==> src/rtl/rtc_pkg.sv <==
// Shared types and constants for the RTC edit-register bank: FSM states,
// field indices and default BCD limits per field.
package rtc_pkg;

  typedef enum logic [1:0] {
    IDLE   = 2'd0,
    EDIT   = 2'd1,
    COMMIT = 2'd2
  } state_t;

  localparam logic [1:0] F_HOUR = 2'd0;
  localparam logic [1:0] F_MIN  = 2'd1;
  localparam logic [1:0] F_SEC  = 2'd2;

  localparam logic [7:0] BCD_MAX_HOUR = 8'h23;
  localparam logic [7:0] BCD_MAX_MIN  = 8'h59;
  localparam logic [7:0] BCD_MAX_SEC  = 8'h59;
  localparam logic [7:0] BCD_MIN_ANY  = 8'h00;

endpackage

==> src/rtl/bcd_step.sv <==
// Combinational one-step BCD up/down counter with wrap between min and max.
// Values that are not valid BCD or lie outside min..max snap to min (up) or max (down).
module bcd_step (
  input  logic [7:0] value,
  input  logic [7:0] min,
  input  logic [7:0] max,
  input  logic       dir,
  output logic [7:0] next
);

  logic valid;

  always_comb begin
    valid = (value[7:4] <= 4'd9) && (value[3:0] <= 4'd9) &&
            (value >= min) && (value <= max);
    next  = value;
    if (dir) begin
      if (!valid || value == max)  next = min;
      else if (value[3:0] == 4'd9) next = {value[7:4] + 4'd1, 4'd0};
      else                         next = value + 8'd1;
    end else begin
      if (!valid || value == min)  next = max;
      else if (value[3:0] == 4'd0) next = {value[7:4] - 4'd1, 4'd9};
      else                         next = value - 8'd1;
    end
  end

endmodule

==> src/rtl/rtc_edit_regs.sv <==
// Edit-register bank feeding the VGA data mux: shadows RTC time in idle, lets the
// user edit BCD fields with buttons, pulses wr_req on exit. Optional blink: RTC_EDIT_BLINK_EN.
module rtc_edit_regs
  import rtc_pkg::*;
#(
  parameter logic [7:0] MAX1      = BCD_MAX_HOUR,
  parameter logic [7:0] MAX2      = BCD_MAX_MIN,
  parameter logic [7:0] MAX3      = BCD_MAX_SEC,
  parameter logic [7:0] MIN1      = BCD_MIN_ANY,
  parameter logic [7:0] MIN2      = BCD_MIN_ANY,
  parameter logic [7:0] MIN3      = BCD_MIN_ANY,
  parameter int         BLINK_DIV = 25_000_000
) (
  input  logic       clk,
  input  logic       rst_n,
  input  logic       edit_en,
  input  logic       btn_up,
  input  logic       btn_down,
  input  logic       btn_left,
  input  logic       btn_right,
  input  logic       cap_we,
  input  logic [1:0] cap_sel,
  input  logic [7:0] cap_data,
  output logic [7:0] RG1,
  output logic [7:0] RG2,
  output logic [7:0] RG3,
  output logic       seleccion,
  output logic [1:0] field,
  output logic       wr_req,
  output logic       blink
);

  // Input order in the sync chain: {edit_en, up, down, left, right}
  logic [4:0] in_p0, in_p1;
  logic [3:0] btn_p2;
  logic       edit_lvl, up_e, down_e, left_e, right_e;

  state_t     state_q, state_d;
  logic       entry, act, step_en, move_en;
  logic [1:0] field_nxt;
  logic [7:0] cur_val, cur_min, cur_max, step_val;

  assign edit_lvl = in_p1[4];
  assign {up_e, down_e, left_e, right_e} = in_p1[3:0] & ~btn_p2;
  assign seleccion = (state_q != IDLE);

  always_comb begin
    state_d = state_q;
    case (state_q)
      IDLE:    if (edit_lvl)  state_d = EDIT;
      EDIT:    if (!edit_lvl) state_d = COMMIT;
      COMMIT:  state_d = IDLE;
      default: state_d = IDLE;
    endcase

    entry   = (state_q == IDLE) && (state_d == EDIT);
    // Button edges in the cycle that leaves EDIT are dropped.
    act     = (state_q == EDIT) && edit_lvl;
    step_en = act && (up_e ^ down_e);
    move_en = act && (left_e ^ right_e);

    if (right_e) field_nxt = (field == F_SEC)  ? F_HOUR : field + 2'd1;
    else         field_nxt = (field == F_HOUR) ? F_SEC  : field - 2'd1;

    case (field)
      F_HOUR:  begin cur_val = RG1; cur_min = MIN1; cur_max = MAX1; end
      F_MIN:   begin cur_val = RG2; cur_min = MIN2; cur_max = MAX2; end
      default: begin cur_val = RG3; cur_min = MIN3; cur_max = MAX3; end
    endcase
  end

  bcd_step u_step (
    .value (cur_val),
    .min   (cur_min),
    .max   (cur_max),
    .dir   (up_e),
    .next  (step_val)
  );

  always_ff @(posedge clk or negedge rst_n) begin
    if (!rst_n) begin
      in_p0   <= '0;
      in_p1   <= '0;
      btn_p2  <= '0;
      state_q <= IDLE;
      wr_req  <= 1'b0;
      field   <= F_HOUR;
      RG1     <= MIN1;
      RG2     <= MIN2;
      RG3     <= MIN3;
    end else begin
      in_p0   <= {edit_en, btn_up, btn_down, btn_left, btn_right};
      in_p1   <= in_p0;
      btn_p2  <= in_p1[3:0];
      state_q <= state_d;
      wr_req  <= (state_d == COMMIT);

      if (entry)        field <= F_HOUR;
      else if (move_en) field <= field_nxt;

      // Value change targets the field selected before any move in this cycle.
      if (state_q == IDLE && cap_we) begin
        case (cap_sel)
          2'd0:    RG1 <= cap_data;
          2'd1:    RG2 <= cap_data;
          2'd2:    RG3 <= cap_data;
          default: ;
        endcase
      end else if (step_en) begin
        case (field)
          F_HOUR:  RG1 <= step_val;
          F_MIN:   RG2 <= step_val;
          default: RG3 <= step_val;
        endcase
      end
    end
  end

`ifdef RTC_EDIT_BLINK_EN
  localparam int CNT_W = (BLINK_DIV > 1) ? $clog2(BLINK_DIV) : 1;

  logic [CNT_W-1:0] blink_cnt;
  logic             blink_q;

  always_ff @(posedge clk or negedge rst_n) begin
    if (!rst_n) begin
      blink_cnt <= '0;
      blink_q   <= 1'b0;
    end else begin
      if (entry || move_en) begin
        blink_cnt <= '0;
        blink_q   <= 1'b1;
      end else if (blink_cnt == CNT_W'(BLINK_DIV - 1)) begin
        blink_cnt <= '0;
        if (state_q == EDIT) blink_q <= ~blink_q;
      end else begin
        blink_cnt <= blink_cnt + 1'b1;
      end
      if (state_d != EDIT) blink_q <= 1'b0;
    end
  end

  assign blink = blink_q;
`else
  logic unused_blink_div;
  assign unused_blink_div = (BLINK_DIV > 0);
  assign blink = 1'b0;
`endif

endmodule

==> config.mk <==
export PLATFORM = sky130hd
export DESIGN_NAME = rtc_edit_regs
export DESIGN_NICKNAME = d
export VERILOG_FILES = /design/src/rtl/rtc_pkg.sv /design/src/rtl/bcd_step.sv /design/src/rtl/rtc_edit_regs.sv
export SDC_FILE = /design/constraint.sdc
export NUM_CORES = 1
export LEC_CHECK = 0
export ABC_AREA = 1
export CAP_MARGIN = 30
export CORE_MARGIN = 1.5
export CORE_UTILIZATION = 54
export CTS_CLUSTER_DIAMETER = 60
export DETAILED_ROUTE_END_ITERATION = 12
export GPL_ROUTABILITY_DRIVEN = 0
export PLACE_DENSITY_LB_ADDON = 0.15
export SYNTH_ARGS = -nofsm -noshare
export SYNTH_HDL_FRONTEND = slang
export SYNTH_SLANG_ARGS = --single-unit
==> constraint.sdc <==
create_clock -name clk -period 3.2 [get_ports clk]
set_clock_uncertainty 0.1 [all_clocks]
set_input_delay 0.64 -clock clk [delete_from_list [all_inputs] [get_ports clk]]
set_output_delay 0.64 -clock clk [all_outputs]
set_load 0.1 [all_outputs]
After elaboration in Yosys (flattened, before gate mapping)
Index checks and enable logic that the tools add are counted.

Register bits after elaboration: 43. Input port bits: 18. Output and inout bits: 29. Logic and storage cells: 88.

$add $sub $neg: 6. Magnitude comparators: 4. Eq/ne operators: 13. Muxes and demuxes: 27. Bitwise gates (word level): 4. Reductions and logical operators: 25.

Operator list (number): 8-bit 2-to-1 mux (17); 8-bit case mux with 2 select lines (1); 2-bit 2-to-1 mux (7); 2-bit nonzero test (5); 3-bit AND reduction (3); 8-bit by 1-bit adder with 8-bit output (second input constant) (1); 2-bit by 1-bit == test with 1-bit output (second input constant) (4); 8-bit by 7-bit == test with 1-bit output (1); 8-bit by 1-bit greater-or-equal comparator with 1-bit output (second input constant) (1); 4-bit <= comparator (second input constant) (2); 8-bit by 7-bit <= comparator with 1-bit output (1); 1-bit logical AND (8); 8-bit logical NOT (1); 2-bit by 1-bit != test with 1-bit output (second input constant) (4); 8-bit by 1-bit subtractor with 8-bit output (second input constant) (1); 7-bit 2-to-1 mux (1); 2-bit == test (second input constant) (3); 2-bit logical NOT (3); 4-bit by 1-bit adder with 4-bit output (second input constant) (1); 4-bit AND (1); 4-bit == test (second input constant) (1); 4-bit logical NOT (1); 4-bit inverter (1); 2-bit case mux with 2 select lines (1); 7 further kinds (9).

Longest topological paths before layout
Gate-level depths: netlist of the first run.

Depth after elaboration: 13. Gate-level depth with buffers: 22. Mapped depth without buffers: 21.

Cells and area by module
A second synthesis of the first run with hierarchy kept.

Cells, all modules: 460. Area total of the unflattened synthesis: 3269.4 sq um.

Modules (own cells, without submodules): rtc_edit_regs (instances 1, cells each 248, area an instance 2082.0 sq um, seq. area each 1076.0 sq um); bcd_step (instances 1, cells each 212, area an instance 1187.4 sq um, seq. area each 0.0 sq um).

Worst setup path after synthesis of the first run
OpenSTA, ideal clock, no wires.

Path type: reg-to-reg. Start point: reg field[0]. End point: reg RG1[7]. Setup time: 0.120 ns. Arrival time: 3.421 ns. Required time: 2.980 ns. Path slack: -0.441 ns. Cell stages (with the launch flop): 21. Buffers on the path: 0. Period minus slack after synthesis: 3.641 ns. Cell sequence: dfrtp_1 inv_1 ha_1 nor2_4 nand2_1 nand3_1 inv_1 ha_1 or2_2 nand2_1 nand2_1 nand2_2 clkinv_4 nand4_4 inv_2 nand2_1 nor2_1 nor2_1 nand2_2 nand3_1 nand2_1.

Cells in the longest elaborated chain, start to end: 13. Elaborated cells on any way between the ends: 32. Classes of those cells: 4 x add/sub; 4 x order compare; 3 x eq/ne; 10 x mux; 11 x reduce/logical.

RTL lines: start, declared (RTL line rtc_edit_regs.sv:28) `output logic [1:0] field,`; start signal, assigned (RTL line rtc_edit_regs.sv:99) `else if (move_en) field <= field_nxt;`; parallel branches: the longest is 13 deep, another holds 8-bit by 1-bit greater-or-equal comparator with 1-bit output; end signal, assigned (RTL line rtc_edit_regs.sv:104) `2'd0: RG1 <= cap_data;`; end signal, assigned (RTL line rtc_edit_regs.sv:111) `F_HOUR: RG1 <= step_val;`; end, declared (RTL line rtc_edit_regs.sv:24) `output logic [7:0] RG1,`.

Several ways; the timed one is not identified. The select of a mux whose other input is x is not followed. A chain may end at the register's enable or synchronous reset.

Worst setup path in the final report of the first run
Start point: reg field[1]. End point: reg RG1[6].

The elaborated chain is that of the path after synthesis.

==> results of run 1 <==
==> flip-flops by register name, indices dropped and copies added, names as in the netlist <==
signal,count
RG1,8
RG2,8
RG3,8
btn_p2,4
field,2
in_p0,5
in_p1,5
state_q,2
wr_req,1
==> repair_timing <==
action / 4_1_cts / 5_1_grt
setup endpoints to repair: 0 / 24
gates resized for setup: 0 / 13
setup buffers: 0 / 7
==> worst max-delay path, cell delays in order, from the launching register on <==
cell                         delay [ns]
sky130_fd_sc_hd__dfrtp_4           0.45
sky130_fd_sc_hd__clkinvlp_4        0.15
sky130_fd_sc_hd__ha_4              0.21
sky130_fd_sc_hd__nor2_4            0.20
sky130_fd_sc_hd__nand2_1           0.14
sky130_fd_sc_hd__nand3_4           0.13
sky130_fd_sc_hd__inv_1             0.08
sky130_fd_sc_hd__ha_1              0.20
sky130_fd_sc_hd__or2_2             0.28
sky130_fd_sc_hd__nand2_1           0.07
sky130_fd_sc_hd__nand2_1           0.07
sky130_fd_sc_hd__nand2_2           0.12
sky130_fd_sc_hd__clkinv_4          0.10
sky130_fd_sc_hd__nand4_4           0.13
sky130_fd_sc_hd__nor2_1            0.06
sky130_fd_sc_hd__a21oi_1           0.18
sky130_fd_sc_hd__nand2_2           0.10
sky130_fd_sc_hd__nand3_1           0.09
sky130_fd_sc_hd__nand2_1           0.05
==> routing by layer <==
| layer | up-vias | global-route usage [%] |
|---|---|---|
| li1 | 1313 | - |
| met1 | 1282 | 39.0 |
| met2 | 111 | 39.6 |
| met3 | 14 | 5.66 |
| met4 | 0 | 9.44 |
| met5 | - | 0 |
==> worst paths after layout <==
| kind | to | slack, ns |
|---|---|---|
| setup / recovery | RG1[6]$_DFFE_PN0P_ | 0.15 |
| hold / removal | in_p1[3]$_DFF_PN0_ | 0.25 |
| setup reg to reg | RG1[6]$_DFFE_PN0P_ | 0.15 |
| min in group asynchronous | in_p0[3]$_DFF_PN0_ | 0.38 |
| hold reg to reg | in_p1[3]$_DFF_PN0_ | 0.25 |
| max in group asynchronous | field[0]$_DFFE_PN0P_ | 1.93 |
==> cells in the final DEF (no fill, tap or decap), types with 2 or more instances in the layout <==
cell type / Yosys / routed
sky130_fd_sc_hd__nand2_1: 117 / 115
sky130_fd_sc_hd__buf_4: 2 / 44
sky130_fd_sc_hd__dfrtp_1: 43 / 41
sky130_fd_sc_hd__nand3_1: 37 / 36
sky130_fd_sc_hd__inv_1: 35 / 32
sky130_fd_sc_hd__nor2_1: 26 / 25
sky130_fd_sc_hd__nand2_2: 17 / 19
sky130_fd_sc_hd__clkdlybuf4s50_1: 0 / 16
sky130_fd_sc_hd__ha_1: 16 / 13
sky130_fd_sc_hd__inv_2: 6 / 8
sky130_fd_sc_hd__a21oi_1: 9 / 8
sky130_fd_sc_hd__or2_2: 8 / 8
sky130_fd_sc_hd__o21ai_0: 8 / 8
sky130_fd_sc_hd__nand4_1: 8 / 8
sky130_fd_sc_hd__nand2_4: 7 / 7
sky130_fd_sc_hd__xor2_1: 7 / 7
sky130_fd_sc_hd__nor2_2: 5 / 6
sky130_fd_sc_hd__clkbuf_8: 0 / 6
sky130_fd_sc_hd__nand3_2: 5 / 5
sky130_fd_sc_hd__ha_4: 0 / 3
sky130_fd_sc_hd__nor2_4: 2 / 2
sky130_fd_sc_hd__nand3_4: 1 / 2
sky130_fd_sc_hd__o21ai_1: 2 / 2
sky130_fd_sc_hd__nor3_1: 2 / 2
sky130_fd_sc_hd__o2111ai_1: 2 / 2
sky130_fd_sc_hd__dfrtp_4: 0 / 2
==> layout make-up <==
type	instances	area [µm²]
tap	70	87.6
timing repair buffer	62	515
clock buffer	6	82.6
fill	438	1510
inverter	42	166
multi-input combinational	285	1650
sequential	43	1080
clock inverter	2	13.8
==> cells by family (layout without fill, tap and decap cells) <==
logic type	count (synthesis)	count (layout)	share of synthesized area [%]
buffers and inverters	48	112	7.28
adders and majority gates	16	16	6.97
AOI/OAI and AO/OA	22	22	4.49
DFF	43	43	37.5
other	1	1	0.131
and+or+nand+nor	239	239	41.5
xor gates and xnor gates	7	7	2.14
==> through the flow <==
step / std cells / setup slack (ns) / util [%] / hold WS [ns]
floorplan: 376 / 0.0374 / - / 0.231
global placement: 495 / 0.181 / 66.0 / 0.231
detailed placement: 495 / 0.0473 / 66.0 / 0.235
CTS: 503 / 0.0149 / 67.9 / 0.254
global route: 510 / -0.0557 / 70.4 / 0.264
finish: 510 / 0.153 / 70.4 / 0.252
==> results.py, run 1 <==
metrics = {
    "drt": {
        "top_signal_layer_used": "met4",
        "detailroute.via_count": 2720,
        "met3_wirelength_um": 529,
        "dr.pass1.iters": 5,
        "detail_route.wirelength_um": 7410,
        "m1WireLength_um": 3440,
        "dr.first_iter.drc_count": 206,
        "detailroute.wirelength.met2_um": 3320,
        "drc_errors": 0,
        "via_per_inst": 5.33,
        "wl_per_cell_um": 14.5,
        "final_antenna_net_count": 0,
    },
    "timing": {
        "setup_viol": 0,
        "max-slew-margin-rel_pct": 36.7,
        "measured_slew_at_the_worst_slew_check_pin_ns": 0.949,
        "finalHoldViolations": 0,
        "totalNegativeSetupSlack_ns": 0,
        "fmaxAchievable_mhz": 328,
        "final_report_max_slew_violation_count": 0,
        "post-route-min-period_ns": 3.05,
        "final_min_period_over_clock_period_pct": 95.2,
    },
    "die": {
        "io_pins": 47,
        "start_util_pct": 56.2,
        "design.die.area_um2": 5760,
        "floorplan.die.width_um": 75.9,
        "chipHeight_um": 75.9,
        "rows": 26,
        "floorplan.core_area_um2": 5110,
    },
    "logic_synthesis": {
        "yosysMostFrequentCell": "sky130_fd_sc_hd__nand2_1",
        "ys_warn_count": 0,
        "ffs_w_async_s_r_synth_pct": 100,
        "synth_seq_area_share_pct": 37.5,
        "post_synth.cell_area_avg_um2": 7.64,
        "synth.ff_latch_count": 43,
        "ys_top_cells_by_count": "117 x sky130_fd_sc_hd__nand2_1, 43 x sky130_fd_sc_hd__dfrtp_1, 37 x sky130_fd_sc_hd__nand3_1",
        "yosys.area.top_type_share_pct": 37.5,
        "postSynthNetCount": 410,
        "synth-edff-count": 0,
        "yosysTopAreaCell": "sky130_fd_sc_hd__dfrtp_1",
        "ys_dominant_reg_cell": "sky130_fd_sc_hd__dfrtp_1",
        "syn-instance-count": 376,
        "netlist_area_um2": 2870,
        "synth.lib_cells_used.distinct": 32,
        "yosys-top-cells-area": "sky130_fd_sc_hd__dfrtp_1 37%, sky130_fd_sc_hd__nand2_1 15%, sky130_fd_sc_hd__ha_1 7.0%, sky130_fd_sc_hd__nand3_1 6.4%, sky130_fd_sc_hd__inv_1 4.6%",
    },
    "flow_run": {
        "cap_viol_max_count": 0,
    },
    "place": {
        "placed_cell_area_um2": 3370,
        "io_buffers": 45,
        "place_hpwl_um": 5430,
    },
    "cts": {
        "ctsHtreeMaxLevel": 2,
        "ctsLongestPathBuffers": 2,
        "clkSlewWorstSetupHoldPaths_ns": 0.08,
        "cts-buffers-inserted": 5,
        "clock_sinks": 43,
        "cts_tree": "yes",
        "clk_latency_ns": 0.30,
        "ctsHoldBuffers": 0,
        "ctsRootBufferMaster": "sky130_fd_sc_hd__clkbuf_8",
    },
    "grt": {
        "grt_remaining_overflow": 0,
        "first_global_vias": 2489,
        "total_routing_resource_utilization_after_global_routing_pct": 26.8,
        "grt_pass1_wl_um": 12200,
        "grt_start_max_net_pins": 44,
        "antenna_found_initial": 0,
    },
    "hold_path": {
        "hp-class": "reg -> reg",
        "hold_depth": 0,
        "timing.hold.worst.start": "in_p0[3]$_DFF_PN0_",
    },
    "setup_path": {
        "cp_data_arrival_time_ns": 3.14,
        "required_ns": 3.29,
        "crit_start": "field[1]$_DFFE_PN0P_",
        "start_kind": "register",
        "worst-r2r-cell-count": 18,
        "critical_path_class": "reg -> reg",
        "critical_path.reg2reg.startpoint": "field[1]$_DFFE_PN0P_",
        "crit_path_max_fanout": 8,
        "endpoint_kind": "register",
    },
    "final_layout": {
        "post_route_cells_drive_above_1_share_pct": 27.7,
        "fin_nets": 473,
        "synthToLayoutAreaGrowth_pct": 25.3,
        "antenna-diode-count": 0,
        "summed_area_of_non_filler_cells_in_the_final_layout_um2": 3600,
    },
    "run_status": {
        "outcome": "completed",
    },
}
Power of run 1 is not shown: default switching activity piles up to over one toggle a cycle in this logic, so the estimate is an artifact.
==> run 2, diff against run 1 <==
Settings changed: CTS_CLUSTER_DIAMETER 60 to default.
==> results of run 2 <==
No change in the layout: final DEF, timing and power equal those of run 1.
Power of run 2 is left out for the same reason.
